==> config.mk <==
export PLATFORM = sky130hd
export DESIGN_NAME = tagged_delay_line
export DESIGN_NICKNAME = d
export VERILOG_FILES = /design/src/rtl/tdl_pkg.sv /design/src/rtl/tdl_lane.sv /design/src/rtl/tagged_delay_line.sv
export SDC_FILE = /design/constraint.sdc
export NUM_CORES = 1
export LEC_CHECK = 0
export ABC_CLOCK_PERIOD_IN_PS = 4050
export CAP_MARGIN = 10
export CORE_ASPECT_RATIO = 0.9
export CORE_UTILIZATION = 55
export DETAILED_ROUTE_END_ITERATION = 12
export PLACE_DENSITY = 0.8
export SLEW_MARGIN = 20
export SYNTH_ARGS = -nofsm -noshare
export SYNTH_HDL_FRONTEND = slang
export SYNTH_HIERARCHICAL = 1
export SYNTH_SLANG_ARGS = --single-unit
==> constraint.sdc <==
create_clock -name clk -period 4.05 [get_ports clk]
set_clock_uncertainty 0.15 [all_clocks]
set_input_delay 0.81 -clock clk [delete_from_list [all_inputs] [get_ports clk]]
set_output_delay 0.81 -clock clk [all_outputs]
set_load 0.1 [all_outputs]
==> src/rtl/tdl_pkg.sv <==
// -----------------------------------------------------------------------------
// tdl_pkg
// Shared types and helpers for the tagged delay line.
//   tdl_state_e : config state machine encoding (IDLE / DRAIN)
//   popcount    : number of set bits in a (zero-extended) 32-bit vector
// The per-stage struct {valid, data} depends on DATA_WIDTH, so it is declared
// inside tdl_lane where that parameter is known.
// -----------------------------------------------------------------------------
package tdl_pkg;

    typedef enum logic [0:0] {
        TDL_IDLE  = 1'b0,
        TDL_DRAIN = 1'b1
    } tdl_state_e;

    localparam int unsigned POP_W = 32;

    // Callers zero-extend their lane vectors to POP_W bits.
    function automatic logic [5:0] popcount(input logic [POP_W-1:0] vec);
        logic [5:0] cnt;
        cnt = 6'd0;
        for (int i = 0; i < POP_W; i++) begin
            cnt = cnt + {5'd0, vec[i]};
        end
        return cnt;
    endfunction

endpackage

==> src/rtl/tdl_lane.sv <==
// -----------------------------------------------------------------------------
// tdl_lane
// One channel of the delay line: MAX_DELAY {valid,data} stages plus the
// combinational tap at stage (cur_delay-1).
// Ports:
//   clk, reset      clock, synchronous active-high reset
//   advance         shift all stages one position
//   flush           clear every stage (priority over advance)
//   in_valid        accepted valid for stage 0 (already gated by the top)
//   in_data         lane data presented at stage 0
//   cur_delay       active delay, 1..MAX_DELAY
//   out_valid/data  contents of the tap stage
// -----------------------------------------------------------------------------
module tdl_lane
    import tdl_pkg::*;
#(
    parameter int unsigned DATA_WIDTH = 10,
    parameter int unsigned MAX_DELAY  = 4,
    parameter int unsigned DW         = $clog2(MAX_DELAY + 1)
) (
    input  logic                  clk,
    input  logic                  reset,
    input  logic                  advance,
    input  logic                  flush,
    input  logic                  in_valid,
    input  logic [DATA_WIDTH-1:0] in_data,
    input  logic [DW-1:0]         cur_delay,
    output logic                  out_valid,
    output logic [DATA_WIDTH-1:0] out_data
);

    typedef struct packed {
        logic                  valid;
        logic [DATA_WIDTH-1:0] data;
    } stage_t;

    stage_t stage_q [MAX_DELAY];
    stage_t stage_d [MAX_DELAY];
    stage_t shift_s [MAX_DELAY];
    stage_t in_stage_s;
    stage_t tap_s;

    // Build the stage-0 entry; a lane that is not accepted carries zero data.
    always_comb begin
        in_stage_s = '0;
        if (in_valid) begin
            in_stage_s.valid = 1'b1;
            in_stage_s.data  = in_data;
        end else begin
            in_stage_s = '0;
        end
    end

    // Shifted view of the stage array (what every stage would take on advance).
    always_comb begin
        shift_s[0] = in_stage_s;
        for (int i = 1; i < MAX_DELAY; i++) begin
            shift_s[i] = stage_q[i-1];
        end
    end

    // Next stage state. Stages at or beyond cur_delay are written empty so that
    // nothing stale is waiting there when the delay is later increased.
    always_comb begin
        for (int i = 0; i < MAX_DELAY; i++) begin
            stage_d[i] = flush   ? stage_t'('0) :
                         advance ? ((DW'(i) < cur_delay) ? shift_s[i] : stage_t'('0)) :
                                   stage_q[i];
        end
    end

    // Stage registers.
    always_ff @(posedge clk) begin
        if (reset) begin
            for (int i = 0; i < MAX_DELAY; i++) begin
                stage_q[i] <= '0;
            end
        end else begin
            for (int i = 0; i < MAX_DELAY; i++) begin
                stage_q[i] <= stage_d[i];
            end
        end
    end

    // Tap mux: select stage (cur_delay-1).
    always_comb begin
        tap_s = '0;
        for (int i = 0; i < MAX_DELAY; i++) begin
            tap_s = (DW'(i) == (cur_delay - DW'(1))) ? stage_q[i] : tap_s;
        end
    end

    assign out_valid = tap_s.valid;
    assign out_data  = tap_s.data;

endmodule

==> src/rtl/tagged_delay_line.sv <==
// -----------------------------------------------------------------------------
// tagged_delay_line
// Multi-lane valid-tagged delay line with a run-time programmable delay
// (1..MAX_DELAY). A delay change waits (DRAIN) until no valid entry is in
// flight; flush discards everything in flight.
// Ports:
//   clk, reset            clock, synchronous active-high reset
//   advance               shift enable for all lanes
//   flush                 drop all in-flight entries (priority over advance)
//   in_valid, in_data     per-lane entry presented at stage 0
//   cfg_load, cfg_delay   request to change the delay
//   cfg_busy              drain in progress, inputs ignored
//   cfg_err               one-cycle pulse for a rejected cfg_load
//   cur_delay             active delay
//   pending               valid entries currently in active stages, all lanes
//   out_valid, out_data   tap stage (cur_delay-1) per lane, combinational
// -----------------------------------------------------------------------------
module tagged_delay_line
    import tdl_pkg::*;
#(
    parameter  int unsigned DATA_WIDTH    = 10,
    parameter  int unsigned CHANNELS      = 2,
    parameter  int unsigned MAX_DELAY     = 4,
    parameter  int unsigned DEFAULT_DELAY = 1,
    localparam int unsigned DW            = $clog2(MAX_DELAY + 1),
    localparam int unsigned PW            = $clog2(CHANNELS * MAX_DELAY + 1)
) (
    input  logic                         clk,
    input  logic                         reset,
    input  logic                         advance,
    input  logic                         flush,
    input  logic [CHANNELS-1:0]          in_valid,
    input  logic [CHANNELS*DATA_WIDTH-1:0] in_data,
    input  logic                         cfg_load,
    input  logic [DW-1:0]                cfg_delay,
    output logic                         cfg_busy,
    output logic                         cfg_err,
    output logic [DW-1:0]                cur_delay,
    output logic [PW-1:0]                pending,
    output logic [CHANNELS-1:0]          out_valid,
    output logic [CHANNELS*DATA_WIDTH-1:0] out_data
);

    tdl_state_e           state_q, state_d;
    logic [DW-1:0]        cur_delay_q, cur_delay_d;
    logic [DW-1:0]        target_q, target_d;
    logic [PW-1:0]        pending_q, pending_d;
    logic                 cfg_err_q, cfg_err_d;
    logic                 busy_s;
    logic                 cfg_ok_s;
    logic [CHANNELS-1:0]  acc_valid_s;

    assign busy_s      = (state_q == TDL_DRAIN);
    assign acc_valid_s = in_valid & ~{CHANNELS{busy_s}};
    assign cfg_ok_s    = (cfg_delay != '0) && (cfg_delay <= DW'(MAX_DELAY));

    for (genvar c = 0; c < CHANNELS; c++) begin : g_lane
        tdl_lane #(
            .DATA_WIDTH (DATA_WIDTH),
            .MAX_DELAY  (MAX_DELAY),
            .DW         (DW)
        ) u_lane (
            .clk       (clk),
            .reset     (reset),
            .advance   (advance),
            .flush     (flush),
            .in_valid  (acc_valid_s[c]),
            .in_data   (in_data[c*DATA_WIDTH +: DATA_WIDTH]),
            .cur_delay (cur_delay_q),
            .out_valid (out_valid[c]),
            .out_data  (out_data[c*DATA_WIDTH +: DATA_WIDTH])
        );
    end

    // In-flight count: entries enter at stage 0 and leave when the tap is
    // consumed by an advance.
    always_comb begin
        pending_d = pending_q;
        if (flush) begin
            pending_d = '0;
        end else if (advance) begin
            pending_d = pending_q
                      + PW'(popcount(POP_W'(acc_valid_s)))
                      - PW'(popcount(POP_W'(out_valid)));
        end else begin
            pending_d = pending_q;
        end
    end

    // Config state machine: next state, delay update and error pulse.
    always_comb begin
        state_d     = state_q;
        cur_delay_d = cur_delay_q;
        target_d    = target_q;
        cfg_err_d   = 1'b0;
        case (state_q)
            TDL_IDLE: begin
                if (cfg_load) begin
                    if (!cfg_ok_s) begin
                        cfg_err_d = 1'b1;
                    end else if ((pending_q == '0) || flush) begin
                        cur_delay_d = cfg_delay;
                    end else begin
                        target_d = cfg_delay;
                        state_d  = TDL_DRAIN;
                    end
                end else begin
                    state_d = TDL_IDLE;
                end
            end
            TDL_DRAIN: begin
                cfg_err_d = cfg_load;
                // Registered pending is used so the switch happens only after
                // the last entry has actually left the active stages.
                if ((pending_q == '0) || flush) begin
                    cur_delay_d = target_q;
                    state_d     = TDL_IDLE;
                end else begin
                    state_d = TDL_DRAIN;
                end
            end
            default: begin
                state_d = TDL_IDLE;
            end
        endcase
    end

    // Control registers.
    always_ff @(posedge clk) begin
        if (reset) begin
            state_q     <= TDL_IDLE;
            cur_delay_q <= DW'(DEFAULT_DELAY);
            target_q    <= DW'(DEFAULT_DELAY);
            pending_q   <= '0;
            cfg_err_q   <= 1'b0;
        end else begin
            state_q     <= state_d;
            cur_delay_q <= cur_delay_d;
            target_q    <= target_d;
            pending_q   <= pending_d;
            cfg_err_q   <= cfg_err_d;
        end
    end

    assign cfg_busy  = busy_s;
    assign cfg_err   = cfg_err_q;
    assign cur_delay = cur_delay_q;
    assign pending   = pending_q;

endmodule
# After elaboration in Yosys (flattened, before gate mapping)
# Memory sizes are Yosys's and may differ from the RTL's.
# Index checks and enable logic that the tools add are counted.
[totals]
ff_bits = 12
mem_bits_rw = 88
in_bits = 30
output_inout_bits = 31
wordCells = 101
n_memories = 2
[classes]
n_addsub = 5
magnitude_cmp = 5
n_eq_ne = 7
mux = 57
bitwise = 12
reduce_logical = 8
[memory_table]
columns = ["memory", "words", "word_bits", "read_ports", "rd_clocked_by_memory_dff", "write_ports", "line", "text"]
rows = [
  ["g_lane[0].u_lane.stage_q", 4, 11, 4, 0, 4, "tdl_lane.sv:37", "stage_t stage_q [MAX_DELAY];"],
  ["g_lane[1].u_lane.stage_q", 4, 11, 4, 0, 4, "tdl_lane.sv:37", ""],
]
[ops]
columns = ["operator", "n"]
rows = [
  ["$mux W11", 42],
  ["$mux W3", 4],
  ["$mux W1", 8],
  ["$or A1 B1 Y1", 8],
  ["$reduce_and A4 Y1", 2],
  ["$eq A2 B3 Y1 const A", 2],
  ["$lt A1 B3 Y1 const A", 2],
  ["$lt A2 B3 Y1 const A", 2],
  ["$ne A2 B2 Y1 const B", 3],
  ["$pmux W3 S2", 1],
  ["$add A1 B1 Y2", 2],
  ["$add A4 B2 Y4", 1],
  ["$logic_not A4 Y1", 1],
  ["$pmux W1 S2", 2],
  ["$sub A4 B2 Y4", 1],
  ["$eq A1 B3 Y1 const A", 1],
  ["$le A3 B3 Y1 const B", 1],
  ["$logic_not A3 Y1", 1],
  ["$reduce_bool A3 Y1", 1],
  ["$sub A3 B1 Y3 const B", 1],
  ["$and A2 B2 Y2", 1],
  ["$ne A2 B1 Y1 const B", 1],
  ["$not A1 Y1", 2],
  ["$not A2 Y2", 1],
  ["3 further kinds", 3],
]

# Logic depth before layout (Yosys ltp)
[logic_depth]
word_depth = 8
depth_mapped = 16
depth_no_buf = 13

# Cells and area by module
# The synthesis kept the hierarchy.
[by_module_without_submodules]
columns = ["module", "instances", "cells_per_inst", "area_per_inst_um2", "seq_area_each_um2"]
rows = [
  ["tdl_lane (g_lane[0].u_lane)", 1, 230, 1986.9, 880.8],
  ["tdl_lane (g_lane[1].u_lane)", 1, 230, 1985.7, 880.8],
  ["tagged_delay_line", 1, 71, 721.9, 240.2],
]

# Worst setup path after synthesis
# No wires, ideal clock.
[synth_timing]
kind = "register -> register"
from = "reg cur_delay_q[1] (netlist: cur_delay[1])"
to = "reg pending_q[3] (netlist: pending[3])"
setup_ps = 79
arrival_ps = 5933
required_ps = 3821
setup_slack_ps = -2112
stages_incl_launch_ff = 14
n_path_buf = 2
synth_period_minus_slack_ps = 6162
path_cell_list = "dfxtp_1 > buf_6 > nor2b_1 > buf_4 > a22oi_1 > o21ai_0 > inv_1 > fa_1 > fa_1 > ha_1 > fa_1 > xnor2_1 > mux2i_1 > nor3_1"
[synth_between]
elab_chain_len = 8
[synth_rtl]
columns = ["item", "line", "text"]
rows = [
  ["start, declared", "tagged_delay_line.sv:45", "logic [DW-1:0] cur_delay_q, cur_delay_d;"],
  ["start signal, assigned", "tagged_delay_line.sv:132", "cur_delay_q <= DW'(DEFAULT_DELAY);"],
  ["start signal, assigned", "tagged_delay_line.sv:138", "cur_delay_q <= cur_delay_d;"],
  ["$sub A3 B1 Y3 *", "tdl_lane.sv:89", "tap_s = (DW'(i) == (cur_delay - DW'(1))) ? stage_q[i] : tap_s;"],
  ["$logic_not A3 Y1", "tdl_lane.sv:89", ""],
  ["$mux W11 (3 in series)", "tdl_lane.sv:89", ""],
  ["$mux W11 *", "tdl_lane.sv:89", ""],
  ["via out_valid[0]", "tagged_delay_line.sv:40", "output logic [CHANNELS-1:0] out_valid,"],
  ["$add A1 B1 Y2 *", "tdl_pkg.sv:23", "cnt = cnt + {5'd0, vec[i]};"],
  ["$sub A4 B2 Y4 *", "tagged_delay_line.sv:84", "- PW'(popcount(POP_W'(out_valid)));"],
  ["end signal, assigned", "tagged_delay_line.sv:140", "pending_q <= pending_d;"],
  ["end, declared", "tagged_delay_line.sv:47", "logic [PW-1:0] pending_q, pending_d;"],
]
# Mark *: on every way through the listed nets, which the timed path passes. The rest lies on a longest branch.
# A chain may end at the register's enable or synchronous reset.

# Worst setup path after layout
[layout_timing]
from = "reg cur_delay_q[1] (netlist: cur_delay[1])"
to = "reg pending_q[3] (netlist: pending[3])"
[layout_between]
elab_chain_len = 8
[layout_rtl]
columns = ["item", "line"]
rows = [
  ["$sub A3 B1 Y3 *", "tdl_lane.sv:89"],
  ["$logic_not A3 Y1", "tdl_lane.sv:89"],
  ["$mux W11 (4 in series)", "tdl_lane.sv:89"],
  ["$add A1 B1 Y2 *", "tdl_pkg.sv:23"],
  ["$sub A4 B2 Y4 *", "tagged_delay_line.sv:84"],
]
# Mark *: on every way between the ends. The rest lies on a longest branch, timed or not.

==> results.yml <==
synth:
  syn_inst: 531
  yosysWarnings: 6
  synth-seq-cells: 100
  yosysSeqAreaShare: 0.426
  synthFlopType: "dfxtp_1"
  syn_area_per_cell_um2: 8.84
  synthesis.nets: 567
  synth_area_um2: 4690
  synth_edf_count: 0
  synth_cell_types: 38
  synth-async-reset-ratio: 0
setup_path:
  path_max_fanout: 24
  timing.critical_path.mode_cell: "fa_1"
  critical_path_class: "register to register"
  worstPathCellList: "mux2_2 -> a22oi_1 -> o21ai_4 -> inv_1 -> fa_1 -> fa_1 -> ha_1 -> fa_1 -> xnor2_1 -> mux2i_1 -> nor3_1"
  crit_buf_inv: 1
  cp-start-kind: "register"
  cp_top_family: "adder cells"
  cp.arrival_ns: 3.65
  crit_path_end_kind: "register"
  crit_required_ns: 4.18
  cp_slowest_cell: "dfxtp_2"
  cpPeakStageDelay_ns: 0.69
clock_network:
  insertion_delay_ns: 0.36
  cts-root-buf: "clkbuf_8"
  ctsResizeCount: 0
  cts.sinks: 100
  cts_made_buffers: 9
  clk_pin_slew_ns: 0.09
  cts_buffer_depth: 2
  htree_levels: 3
  post-cts-setup-buffer-count: 0
  cts_hold_buf: 0
  cts_tree: "yes"
finish:
  final_common_cell: "dfxtp_1"
  drive_gt1_frac: 0.188
  syn_to_final_growth_pct: 13.1
  n_antenna_cell: 0
  nNetsFinal: 599
  num-fill-cells: 664
  final_cell_mix: "dfxtp_1 (97), nand2_1 (66), a21oi_1 (49), nor2_1 (48), nand3_1 (46)"
run_status:
  status: "complete, no violations"
route:
  drt-met1-wl_mm: 4.99
  vias: 3985
  dr_wl_met3_um: 843
  routed.top_layer: "met4"
  first_pass_iters: 6
  wl_met2_mm: 4.93
  drt.antenna.violating_nets: 0
  wirelength_mm: 10.9
  drc: 0
  vias_per_cell: 5.97
  wire_per_inst_um: 16.3
  drtIter0Drc: 340
floorplanning:
  die_x_um: 99.4
  row_count: 31
  die-height_um: 89.6
  io_pins: 61
  start_util: 0.576
  core_um2: 8150
  die_area_um2: 8910
placed_design:
  post-dp-hpwl_mm: 7.14
  portBuffers: 60
  gp_congestion: 0.775
power:
  p_comb_frac: 0.135
  seqPwrFrac: 0.530
  powerDensity_nw_per_um2: 359
  internal_power_w: 0.00138
  power_frac_clock: 0.335
  p_sw_w: 0.000530
  p_sw_frac: 0.278
  ir_worst_vdd_mv: 0.213
  leakage_nw: 1.78
timing:
  tns_ns: 0
  fin_crit_sh: 0.869
  finalCriticalPeriod_ns: 3.52
  final-hold-violation-count: 0
  worstMarginPinSlew_ns: 0.975
  timing.hold.ws_ns: 0.319
  finalMaxSlewViolations: 0
  grt_setup_unrepaired: "false"
  slew_headroom: 0.348
  max_clock_freq_mhz: 284
  finalSetupViolations: 0
flow_run:
  max-cap-violations: 0
global_routing:
  grt_max_degree: 45
  grt_pass1_wl_mm: 17.9
  antenna_found_initial: 0
  grt_use_total: 0.253
  grt_overflow_total: 0
  grt_pass1_vias: 3666
hold_path:
  hold_class: "register to register"
worst register-to-register path, delay by kind of cell, from the launching register on:
family	cells	cell delay, ns
compound gates	2	0.33
xor+xnor	1	0.17
fa+ha+maj	4	1.39
buf+inv	1	0.08
flops	1	0.69
mux	2	0.50
simple gates	1	0.14
power groups by stage:
stage | clock (W) | sequential (W) | combinational (W)
5_1_grt | 0.000696 | 0.00101 | 0.000274
4_1_cts | 0.000653 | 0.00101 | 0.000256
3_5_place_dp | 0 | 0.00103 | 0.000256
3_3_place_gp | 0 | 0.00103 | 0.000251
6_report | 0.000640 | 0.00101 | 0.000257
2_1_floorplan | 0 | 0.00105 | 0.000175
synth_stat cells, types with 9 or more instances:
cell        n  area share
a21oi_1    49       0.052
a22oi_1    44       0.070
a22oi_2    18       0.048
buf_2      15       0.016
buf_6      11       0.026
clkbuf_1   14       0.011
dfxtp_1   100        0.43
mux2_2     23       0.055
mux2i_1     9       0.019
nand2_1    66       0.053
nand3_1    46       0.049
nor2_1     48       0.038
o21ai_0    23       0.025
registers in the layout (all words and copies together), names as in the netlist:
signal                 count
cfg_busy                   1
cfg_err                    1
cur_delay                  3
g_lane.u_lane/stage_q     88
pending                    4
target_q                   3
cell families after synthesis:
| logic type | after synthesis | synth area share |
|---|---|---|
| xor gates and xnor gates | 1 | 0.00187 |
| DFF | 100 | 0.426 |
| buffers and inverters | 60 | 0.0824 |
| muxes | 32 | 0.0744 |
| AOI/OAI and AO/OA | 147 | 0.216 |
| adders and majority gates | 6 | 0.0208 |
| and+or+nand+nor | 185 | 0.178 |
path summary, 6_finish.rpt:
| kind | start | end | slack, ns | cells after the start |
|---|---|---|---|---|
| worst min-delay path | g_lane[0].u_lane/stage_q[3][6] | g_lane[0].u_lane/stage_q[3][6] | 0.32 | 2 |
| worst max register to register | cur_delay[1] | pending[3] | 0.53 | 11 |
| worst max-delay path | cur_delay[1] | pending[3] | 0.53 | 11 |
| worst min register to register | g_lane[0].u_lane/stage_q[3][6] | g_lane[0].u_lane/stage_q[3][6] | 0.32 | 2 |
area by class of cell:
class / instances / area, um2 / area share
multi-input combinational: 371 / 2330 / 0.438
timing repair buffer: 71 / 616 / 0.116
tap: 99 / 124 / 0.0233
sequential: 100 / 2010 / 0.378
clock buffer: 10 / 138 / 0.0259
inverter: 10 / 37.5 / 0.00707
clock inverter: 6 / 62.6 / 0.0118
stage by stage:
step,instances,worst slack (ns),utilization,cell area [um2],power (W)
2_1_floorplan,531,-0.0440,-,4720,0.00123
3_3_place_gp,651,0.508,0.627,5110,0.00128
3_5_place_dp,651,0.457,0.627,5110,0.00129
4_1_cts,667,0.520,0.652,5310,0.00192
5_1_grt,667,0.299,0.652,5310,0.00198
6_report,667,0.531,0.652,5310,0.00191
per-layer routing:
layer / track usage / vias to the layer above
met5: 0 / -
met4: 0.0655 / 0
met3: 0.0433 / 12
met2: 0.405 / 159
met1: 0.357 / 1879
li1: - / 1935
Power figures use the tool's default switching activity.
